--- src/rtl/wram_arb_pkg.sv ---
// Shared types for the WRAM port arbiter: FSM state encoding and AXI region codes.
package wram_arb_pkg;

  typedef enum logic [1:0] {
    S_IDLE = 2'd0,
    S_WR   = 2'd1,
    S_ACK  = 2'd2
  } state_t;

  localparam logic [1:0] REGION_FIFO = 2'd0;
  localparam logic [1:0] REGION_IRAM = 2'd1;
  localparam logic [1:0] REGION_WRAM = 2'd2;
  localparam logic [1:0] REGION_RSVD = 2'd3;

endpackage

--- src/rtl/wram_rd_lat_pipe.sv ---
// Read-valid delay line: a push in cycle N appears on vld in cycle N+DEPTH.
module wram_rd_lat_pipe #(
  parameter int unsigned DEPTH = 2
) (
  input  logic clk,
  input  logic rst,
  input  logic push,
  output logic vld
);

  logic [DEPTH-1:0] vld_q;

  // Async clear drops any read still in flight so it never reports valid.
  always_ff @(posedge clk or posedge rst) begin
    if (rst) begin
      vld_q <= '0;
    end else begin
      vld_q <= {vld_q[DEPTH-2:0], push};
    end
  end

  assign vld = vld_q[DEPTH-1];

endmodule

--- src/rtl/wram_port_arb.sv ---
// Single-port WRAM arbiter between AXI write beats and compute weight reads.
// Define WRAM_ARB_FAIR_EN to bound consecutive read grants while a write waits.
module wram_port_arb
  import wram_arb_pkg::*;
#(
  parameter int unsigned ADDR_W      = 11,
  parameter int unsigned DATA_W      = 32,
  parameter int unsigned STRB_W      = 4,
  parameter int unsigned RD_LAT      = 1,
  parameter logic [1:0]  WRAM_REGION = REGION_WRAM,
  parameter int unsigned STARVE_MAX  = 4
) (
  input  logic              clk,
  input  logic              rst,
  input  logic              axi_wr_vld,
  input  logic [1:0]        axi_wr_region,
  input  logic [ADDR_W-1:0] axi_wr_addr,
  input  logic [DATA_W-1:0] axi_wr_data,
  input  logic [STRB_W-1:0] axi_wr_strb,
  output logic              wram_wr_done,
  input  logic              rd_req_vld,
  output logic              rd_req_rdy,
  input  logic [ADDR_W-1:0] rd_addr,
  output logic              rd_data_vld,
  output logic [DATA_W-1:0] rd_data,
  output logic              ram_ena,
  output logic [STRB_W-1:0] ram_wea,
  output logic [ADDR_W-1:0] ram_addr,
  output logic [DATA_W-1:0] ram_din,
  input  logic [DATA_W-1:0] ram_dout
);

  if (RD_LAT < 1 || RD_LAT > 2 || STRB_W * 8 != DATA_W || STARVE_MAX < 1) begin : g_bad_cfg
    $error("wram_port_arb: illegal parameter combination");
  end

  state_t            state;
  state_t            state_nxt;
  logic              wr_req;
  logic              force_wr;
  logic              rd_go;
  logic              wr_go;
  logic              ena_nxt;
  logic [STRB_W-1:0] wea_nxt;
  logic [ADDR_W-1:0] addr_nxt;
  logic [DATA_W-1:0] din_nxt;
  logic              done_nxt;

  // Beat is masked outside S_IDLE so the beat being acknowledged is not rewritten.
  assign wr_req = axi_wr_vld && (axi_wr_region == WRAM_REGION) && (state == S_IDLE);

`ifdef WRAM_ARB_FAIR_EN
  localparam int unsigned CNT_W = $clog2(STARVE_MAX + 1);

  logic [CNT_W-1:0] starve_cnt;

  assign force_wr = wr_req && (starve_cnt == CNT_W'(STARVE_MAX));

  // Read grants taken while a write waits; cleared once the write wins or leaves.
  always_ff @(posedge clk or posedge rst) begin
    if (rst) begin
      starve_cnt <= '0;
    end else if (!wr_req || wr_go) begin
      starve_cnt <= '0;
    end else if (rd_go) begin
      starve_cnt <= starve_cnt + CNT_W'(1);
    end
  end
`else
  assign force_wr = 1'b0;
`endif

  assign rd_req_rdy = !rst && (state != S_WR) && !force_wr;
  assign rd_go      = rd_req_vld && rd_req_rdy;
  assign wr_go      = wr_req && !rd_go;

  always_comb begin
    state_nxt = state;
    ena_nxt   = 1'b0;
    wea_nxt   = '0;
    addr_nxt  = ram_addr;
    din_nxt   = ram_din;
    done_nxt  = 1'b0;
    case (state)
      S_IDLE: begin
        if (rd_go) begin
          ena_nxt  = 1'b1;
          addr_nxt = rd_addr;
        end else if (wr_go) begin
          state_nxt = S_WR;
          ena_nxt   = 1'b1;
          wea_nxt   = axi_wr_strb;
          addr_nxt  = axi_wr_addr;
          din_nxt   = axi_wr_data;
        end
      end
      S_WR: begin
        state_nxt = S_ACK;
        done_nxt  = 1'b1;
      end
      S_ACK: begin
        state_nxt = S_IDLE;
        if (rd_go) begin
          ena_nxt  = 1'b1;
          addr_nxt = rd_addr;
        end
      end
      default: begin
        state_nxt = S_IDLE;
      end
    endcase
  end

  always_ff @(posedge clk or posedge rst) begin
    if (rst) begin
      state        <= S_IDLE;
      ram_ena      <= 1'b0;
      ram_wea      <= '0;
      ram_addr     <= '0;
      ram_din      <= '0;
      wram_wr_done <= 1'b0;
    end else begin
      state        <= state_nxt;
      ram_ena      <= ena_nxt;
      ram_wea      <= wea_nxt;
      ram_addr     <= addr_nxt;
      ram_din      <= din_nxt;
      wram_wr_done <= done_nxt;
    end
  end

  wram_rd_lat_pipe #(
    .DEPTH (RD_LAT + 1)
  ) u_rd_lat_pipe (
    .clk  (clk),
    .rst  (rst),
    .push (rd_go),
    .vld  (rd_data_vld)
  );

  assign rd_data = rd_data_vld ? ram_dout : '0;

endmodule
--- config.mk ---
export PLATFORM = sky130hd
export DESIGN_NAME = wram_port_arb
export DESIGN_NICKNAME = d
export VERILOG_FILES = /design/src/rtl/wram_arb_pkg.sv /design/src/rtl/wram_rd_lat_pipe.sv /design/src/rtl/wram_port_arb.sv
export SDC_FILE = /design/constraint.sdc
export NUM_CORES = 1
export LEC_CHECK = 0
export ABC_AREA = 1
export CORE_AREA = 2 2 85 87
export DETAILED_ROUTE_END_ITERATION = 8
export DIE_AREA = 0 0 87 89
export PLACE_DENSITY_LB_ADDON = 0.15
export SYNTH_ARGS = -nofsm -noshare
export SYNTH_HDL_FRONTEND = slang
export SYNTH_SLANG_ARGS = --single-unit
--- constraint.sdc ---
create_clock -name clk -period 5.4 [get_ports clk]
set_input_delay 1.08 -clock clk [delete_from_list [all_inputs] [get_ports clk]]
set_output_delay 1.08 -clock clk [all_outputs]
set_load 0.01 [all_outputs]
# Word-level counts from Yosys, hierarchy flattened
# Cells that the tools add are included.
# Widths: inputs -> output; s select.
# totals
ff_bits,53
latch_bits,0
ramBits,0
mem_bits_ro,0
input_bits,96
word_cells,44
memories,0
# op_classes
n_addsub,0
n_mul,0
div,0
n_lt_le_gt_ge,0
n_eq_ne,8
shift,0
n_mux,16
bitwise,1
reduce_logical,12
# op_table
op,count
$mux 11,3
$mux 32,1
$pmux 11 s2,1
$mux 4,3
$ne 2x2->1 const B,3
$reduce_and 3->1,2
$logic_and 1x1->1,5
$eq 2x2->1 const B,2
$mux 1,4
$mux 2,2
$pmux 2 s2,1
$ne 3x3->1 const B,1
$eq 2x1->1 const B,1
$logic_not 1->1,2
$logic_not 2->1,1
$ne 2x1->1 const B,1
$pmux 1 s2,1
$reduce_and 2->1,1
$reduce_bool 2->1,1
$not 1->1,1

# Depth between registers and ports, before layout
# Gate-level depths: netlist of run 1.
# depth
word_depth,8
ltp_mapped,8
mapped_depth_nobuf,7

# Cells and area by module
# A second synthesis of run 1 with hierarchy kept.
# unflattened
hier_cells,333
hier_area_um2,2498.6
# by_module_without_submodules
module,n_inst,cells_per_inst,area_each_um2,seq_area_each_um2
wram_port_arb,1,330,2444.8,1276.2
wram_rd_lat_pipe,1,3,53.8,50.0

# Least setup slack after synthesis of run 1
# No wires, ideal clock.
# synth_path
path_type,input -> register
startpoint,input rst
endpoint,register ram_din[0]
setup_time_ns,0.116
arrival_ns,2.916
t_required_ns,5.284
slack_ns,2.368
cell_stages,7
n_path_buf,1
cell_sequence,inv_1 nand3_4 nand3_4 inv_4 buf_12 nand2_2 nand2_1
# synth_via
elab_chain_cells,6
# synth_lines
item,line_no,text
from (decl),wram_port_arb.sv:14,"input logic rst,"
$logic_not 1->1 (no source line) *,--,
$logic_and 1x1->1 *,wram_port_arb.sv:73,assign rd_req_rdy = !rst && (state != S_WR) && !force_wr;
$logic_and 1x1->1 *,wram_port_arb.sv:74,assign rd_go = rd_req_vld && rd_req_rdy;
$logic_not 1->1,wram_port_arb.sv:75,assign wr_go = wr_req && !rd_go;
$logic_and 1x1->1,wram_port_arb.sv:75,
$reduce_and 3->1 (no source line) *,--,
to (signal assigned),wram_port_arb.sv:127,ram_din <= din_nxt;
to (decl),wram_port_arb.sv:29,"output logic [DATA_W-1:0] ram_din,"
# Mark *: on every way between the ends. The rest lies on a longest branch, timed or not.
# A chain may end at the register's enable or synchronous reset.

# Worst setup path after layout of run 1
# layout_path
startpoint,input ram_dout[11]
endpoint,output rd_data[11]
# layout_via
elab_chain_cells,1
# layout_lines
item,line_no,text
from (decl),wram_port_arb.sv:30,input logic [DATA_W-1:0] ram_dout
$mux 32,wram_port_arb.sv:141,assign rd_data = rd_data_vld ? ram_dout : '0;
to (decl),wram_port_arb.sv:25,"output logic [DATA_W-1:0] rd_data,"
# Every way passes these cells.

==> results of run 1 <==
-- critical path: stages --
cell,delay (ns)
clkdlybuf4s50_1,0.45
nand2_1,0.05
inv_1,0.10
clkdlybuf4s50_1,0.56
-- sequential cells by signal, indices dropped and copies added (netlist names) --
name,cells
ram_din,32
ram_addr,11
ram_wea,4
state,2
u_rd_lat_pipe.vld_q,2
ram_ena,1
wram_wr_done,1
-- Yosys cell counts --
cell / count / area (sq um)
clkbuf_1: 3 / 11.3
dfrtp_1: 53 / 1330
nand4_1: 1 / 6.26
buf_12: 1 / 20.0
inv_4: 1 / 6.26
nand3_4: 2 / 35.0
nand3_1: 22 / 110
nand2_2: 10 / 62.6
buf_6: 3 / 33.8
nor2_1: 6 / 22.5
buf_2: 2 / 10.0
buf_4: 5 / 37.5
nand2_1: 157 / 589
inv_1: 65 / 244
nor2_2: 1 / 6.26
-- stage by stage --
step / total power, mW / utilization, % / hold WS [ns] / instances
after global routing: 1.17 / 65.2 / 0.374 / 584
final: 1.11 / 65.2 / 0.359 / 584
after CTS: 1.12 / 65.2 / 0.366 / 584
after detailed placement: 0.905 / 64.0 / 0.339 / 577
after global placement: 0.898 / 64.0 / 0.333 / 577
after floorplan: 0.651 / - / 0.331 / 332
-- routing by layer --
metal / GRT usage [%] / vias to the layer above / part of all wire (%)
met1: 23.1 / 1112 / 42
met2: 33.2 / 112 / 48
li1: - / 1292 / -
met5: 0 / - / 0
met4: 6.68 / 0 / 2.3
met3: 4.25 / 17 / 7.8
-- kinds of logic (layout without fill, tap and decap cells) --
logic type | Yosys count | after routing
simple gates | 199 | 199
flops | 53 | 53
buf+inv | 80 | 252
-- cells in the final DEF, fill, tap and decap left out, types with 2 or more instances in the layout --
master,netlist,routed
nand3_1,22,22
nand2_1,157,157
nand3_4,2,2
dfrtp_1,53,53
inv_1,65,64
clkdlybuf4s50_1,0,178
nand2_2,10,10
clkbuf_8,0,5
nor2_1,6,6
-- final timing paths --
kind                            cells after the start                     end
min in group asynchronous                           3              ram_wea[2]
worst max register to register                      7             ram_din[19]
worst min-delay path                                0  u_rd_lat_pipe.vld_q[1]
worst max-delay path                                4             rd_data[11]
max in group asynchronous                           3             ram_addr[9]
worst min register to register                      0  u_rd_lat_pipe.vld_q[1]
-- cell type report --
| type | count | area [sq um] | area share [%] |
|---|---|---|---|
| Clock buffer | 6 | 72.6 | 1.66 |
| Multi-Input combinational cell | 199 | 832 | 19.0 |
| Clock inverter | 1 | 8.76 | 0.200 |
| Inverter | 66 | 250 | 5.71 |
| Tap cell | 80 | 100 | 2.29 |
| Sequential cell | 53 | 1330 | 30.3 |
| Timing Repair Buffer | 179 | 1790 | 40.9 |
-- power breakdown --
| part | switching, mW | internal, mW | total, mW |
|---|---|---|---|
| sequential | 0.0427 | 0.466 | 0.509 |
| combinational | 0.154 | 0.231 | 0.385 |
| clock | 0.122 | 0.0901 | 0.212 |
| total | 0.319 | 0.788 | 1.11 |
==> results.json, run 1 <==
{
  "status": "complete, no violations",
  "dp_slack_ns": 2.05,
  "vias": 2533,
  "dieArea_sq_um": 7740,
  "peakVddDrop_v": 0.000182,
  "clk_pin_slew_worst_paths_ns": 0.08,
  "tns_ns": 0,
  "slew_viol_final": 0,
  "critPathCaptureType": "primary output",
  "worstMarginPinSlew_ns": 0.919,
  "synth_nets": 428,
  "synthXorXnorAreaFrac_pct": 0,
  "synth_area_per_cell_sq_um": 7.59,
  "diodes": 0,
  "synth_fa_ha_area_share_pct": 0,
  "synthCells": 332,
  "fin_crit_ns": 3.31,
  "fill_cells": 561,
  "drc": 0,
  "wirelength_mm": 7.48,
  "portBuffers": 178,
  "critical_path_required_ns": 4.32,
  "fin_nets": 600,
  "drtIter0Drc": 94,
  "rows": 30,
  "antenna_found_initial": 0,
  "muxShareOfSynthArea_pct": 0,
  "hold_buffers": 0,
  "min_from": "u_rd_lat_pipe.vld_q[0]",
  "wl_per_cell_um": 12.8,
  "grt_pass1_wl_mm": 11.6,
  "core_area_sq_um": 6720,
  "ys_ff_latch": 53,
  "post_cts_buffers": 0,
  "clk_latency_ns": 0.30,
  "ys_types": 15,
  "cts_max_path_buffers": 2,
  "power.density_nw_per_um2": 253,
  "synth-seq-area-share_pct": 52.6,
  "yosys_warnings": 0,
  "grt_usage_pct": 19.0,
  "cp-start-kind": "primary input",
  "drtPass1Iterations": 4,
  "first_global_vias": 2425,
  "cts_buffers": 5,
  "cts.sink_count": 53,
  "area_growth_pct": 73.7,
  "synth-compound-area-share_pct": 0,
  "synth-simple-area-share_pct": 33.0,
  "die_w_um": 87,
  "clock.fmax_mhz": 302,
  "min_path_type": "flop to flop",
  "hold_violations": 0,
  "r2r_setup_slack_ns": 3.57,
  "worst_slack_ns": 2.09,
  "cts-root-buf": "clkbuf_8",
  "routabilityCongestion": 0.807,
  "cts_resized": 0,
  "synth_top_family_by_area": "simple AND/OR/NAND/NOR gates",
  "cts_tree": "done",
  "dp_hpwl_mm": 5.76,
  "crit_fanout": 1,
  "r2r-start": "state[1]",
  "start_util_pct": 37.5,
  "drive_gt1_share_pct": 4.37,
  "skew_ns": 0.0128,
  "cp_data_arrival_time_ns": 2.23,
  "fin_crit_sh_pct": 61.4,
  "antenna_left": 0,
  "dpl_cell_area_sq_um": 4300,
  "layout.cell_area.non_filler_sq_um": 4380,
  "viasPerCell": 4.34,
  "grt_overflow": 0,
  "die_height_um": 89,
  "synth.cell_area_sq_um": 2520,
  "pin_count": 179,
  "slew_headroom_pct": 38.7,
  "worstSetupPathType": "primary input to primary output",
  "htreeDepth": 2,
  "maxCapViolCount": 0,
  "finalSetupViolations": 0,
  "grt_start_max_net_pins": 55,
  "p_leak_nw": 2.35,
  "rsz0062_at_grt": "no",
  "crit_path_start": "ram_dout[11]"
}
(Power assumes the default switching activity.)
==> run 2: changes to the inputs <==
CORE_AREA = 2 2 88 90   (was 2 2 85 87)
DIE_AREA = 0 0 90 92   (was 0 0 87 89)
clock period = 3.2 ns   (was 5.4 ns; I/O delays follow)
==> results.json, run 2 (synthesized netlist as in run 1, its figures left out) <==
{
  "diodes": 0,
  "intPower_mw": 1.33,
  "htreeDepth": 2,
  "pin_count": 179,
  "cp_data_arrival_time_ns": 1.76,
  "cp-start-kind": "primary input",
  "power.density_nw_per_um2": 425,
  "p_comb_share_pct": 34.9,
  "fin_nets": 602,
  "fin_crit_sh_pct": 74.9,
  "dp_hpwl_mm": 5.81,
  "critical_path_required_ns": 2.56,
  "whs_ns": 0.357,
  "dpl_cell_area_sq_um": 4340,
  "antenna_found_initial": 0,
  "status": "complete, no violations",
  "grt_usage_pct": 18.2,
  "fin_crit_ns": 2.40,
  "dp_slack_ns": 0.679,
  "cts_tree": "done",
  "tns_ns": 0,
  "rsz0062_at_grt": "no",
  "vias": 2530,
  "clockPowerShare_pct": 19.6,
  "cts_max_path_buffers": 2,
  "post_cts_buffers": 0,
  "grt_pass1_wl_mm": 12.3,
  "worst_slack_ns": 0.805,
  "portBuffers": 178,
  "drc": 0,
  "die_w_um": 90,
  "fin_util_pct": 59.4,
  "grt_overflow": 0,
  "slew_viol_final": 0,
  "p_seq_share_pct": 45.4,
  "core_area_sq_um": 7450,
  "clk_latency_ns": 0.30,
  "mostFrequentLayoutCell": "clkdlybuf4s50_1",
  "slew_headroom_pct": 70.5,
  "antenna_left": 0,
  "p_leak_nw": 2.37,
  "cts.sink_count": 53,
  "layout.cell_area.non_filler_sq_um": 4430,
  "wirelength_mm": 7.50,
  "min_path_type": "flop to flop",
  "finalSetupViolations": 0,
  "cts-root-buf": "clkbuf_8",
  "hold_buffers": 0,
  "viasPerCell": 4.15,
  "cts_buffers": 5,
  "die_height_um": 92,
  "first_global_vias": 2450,
  "drtIter0Drc": 71,
  "regMostFlops": "ram_din",
  "wl_per_cell_um": 12.3,
  "drtPass1Iterations": 4,
  "dieArea_sq_um": 8280,
  "p_switching_uw": 547,
  "swShare_pct": 29.1,
  "largest_register_ffs": 32,
  "hold_violations": 0,
  "routabilityCongestion": 0.759,
  "rows": 32,
  "cts_resized": 0,
  "crit_fanout": 1,
  "worstSetupPathType": "primary input to primary output",
  "peakVddDrop_v": 0.000326,
  "skew_ns": 0.0130,
  "clk_pin_slew_worst_paths_ns": 0.08,
  "worstMarginPinSlew_ns": 0.443,
  "area_growth_pct": 75.6,
  "start_util_pct": 33.9,
  "drive_gt1_share_pct": 4.93,
  "final_cell_mix": "clkdlybuf4s50_1, nand2_1, inv_1",
  "reg.largest.list": "ram_din: 32 flops, ram_addr: 11 flops, ram_wea: 4 flops",
  "critPathCaptureType": "primary output",
  "grt_start_max_net_pins": 37,
  "clock.fmax_mhz": 417,
  "maxCapViolCount": 0
}
-- run 2: cell count changes in the layout (fill, tap and decap cells not counted), sizes merged --
| cell | before | now |
|---|---|---|
| buf | 1 | 3 |
| inv | 66 | 67 |
-- run 2: worst max-delay path, stage by stage --
cell and delay (ns):
clkdlybuf4s50_1 0.46, nand2_1 0.05, inv_1 0.06, clkdlybuf4s50_1 0.54
-- run 2: cell type report --
| class | instances | area (sq um) |
|---|---|---|
| multi-input cells | 199 | 832 |
| fillers | 696 | 3020 |
| flip-flops and latches | 53 | 1330 |
| well taps | 102 | 128 |
| repair buffers | 181 | 1800 |
| inverters | 66 | 250 |
| clock inverters | 2 | 13.8 |
| clock buffers | 6 | 72.6 |
-- run 2: worst paths after layout --
path                                          endpoint  slack, ns  cells past startpoint                   start
worst max register to register             ram_addr[1]       1.57                      6                state[1]
min in group asynchronous                     state[1]       0.68                      2                     rst
worst max-delay path                       rd_data[15]       0.80                      4            ram_dout[15]
worst min register to register  u_rd_lat_pipe.vld_q[1]       0.36                      0  u_rd_lat_pipe.vld_q[0]
max in group asynchronous                 wram_wr_done       1.71                      3                     rst
worst min-delay path            u_rd_lat_pipe.vld_q[1]       0.36                      0  u_rd_lat_pipe.vld_q[0]
-- run 2: metrics by stage --
step / cells / total power [mW]
after floorplan: 332 / 1.10
after global placement: 601 / 1.52
after detailed placement: 601 / 1.53
after CTS: 609 / 1.91
after global routing: 609 / 2.00
final: 609 / 1.88
-- run 2: routing by layer --
layer / part of all wire [%] / wire [um] / track usage [%]
met1: 43 / 3210 / 22.5
met2: 48 / 3620 / 31.4
met3: 7.1 / 529 / 4.68
met4: 1.9 / 139 / 5.64
met5: 0 / 0 / 0
-- run 2: power by group through the flow --
stage               logic, mW  registers [mW]  clock network [mW]
finish                  0.657           0.855               0.369
global route            0.718           0.870               0.411
CTS                     0.668           0.856               0.388
detailed placement      0.666           0.865                   0
global placement        0.652           0.867                   0
floorplan               0.182           0.917                   0
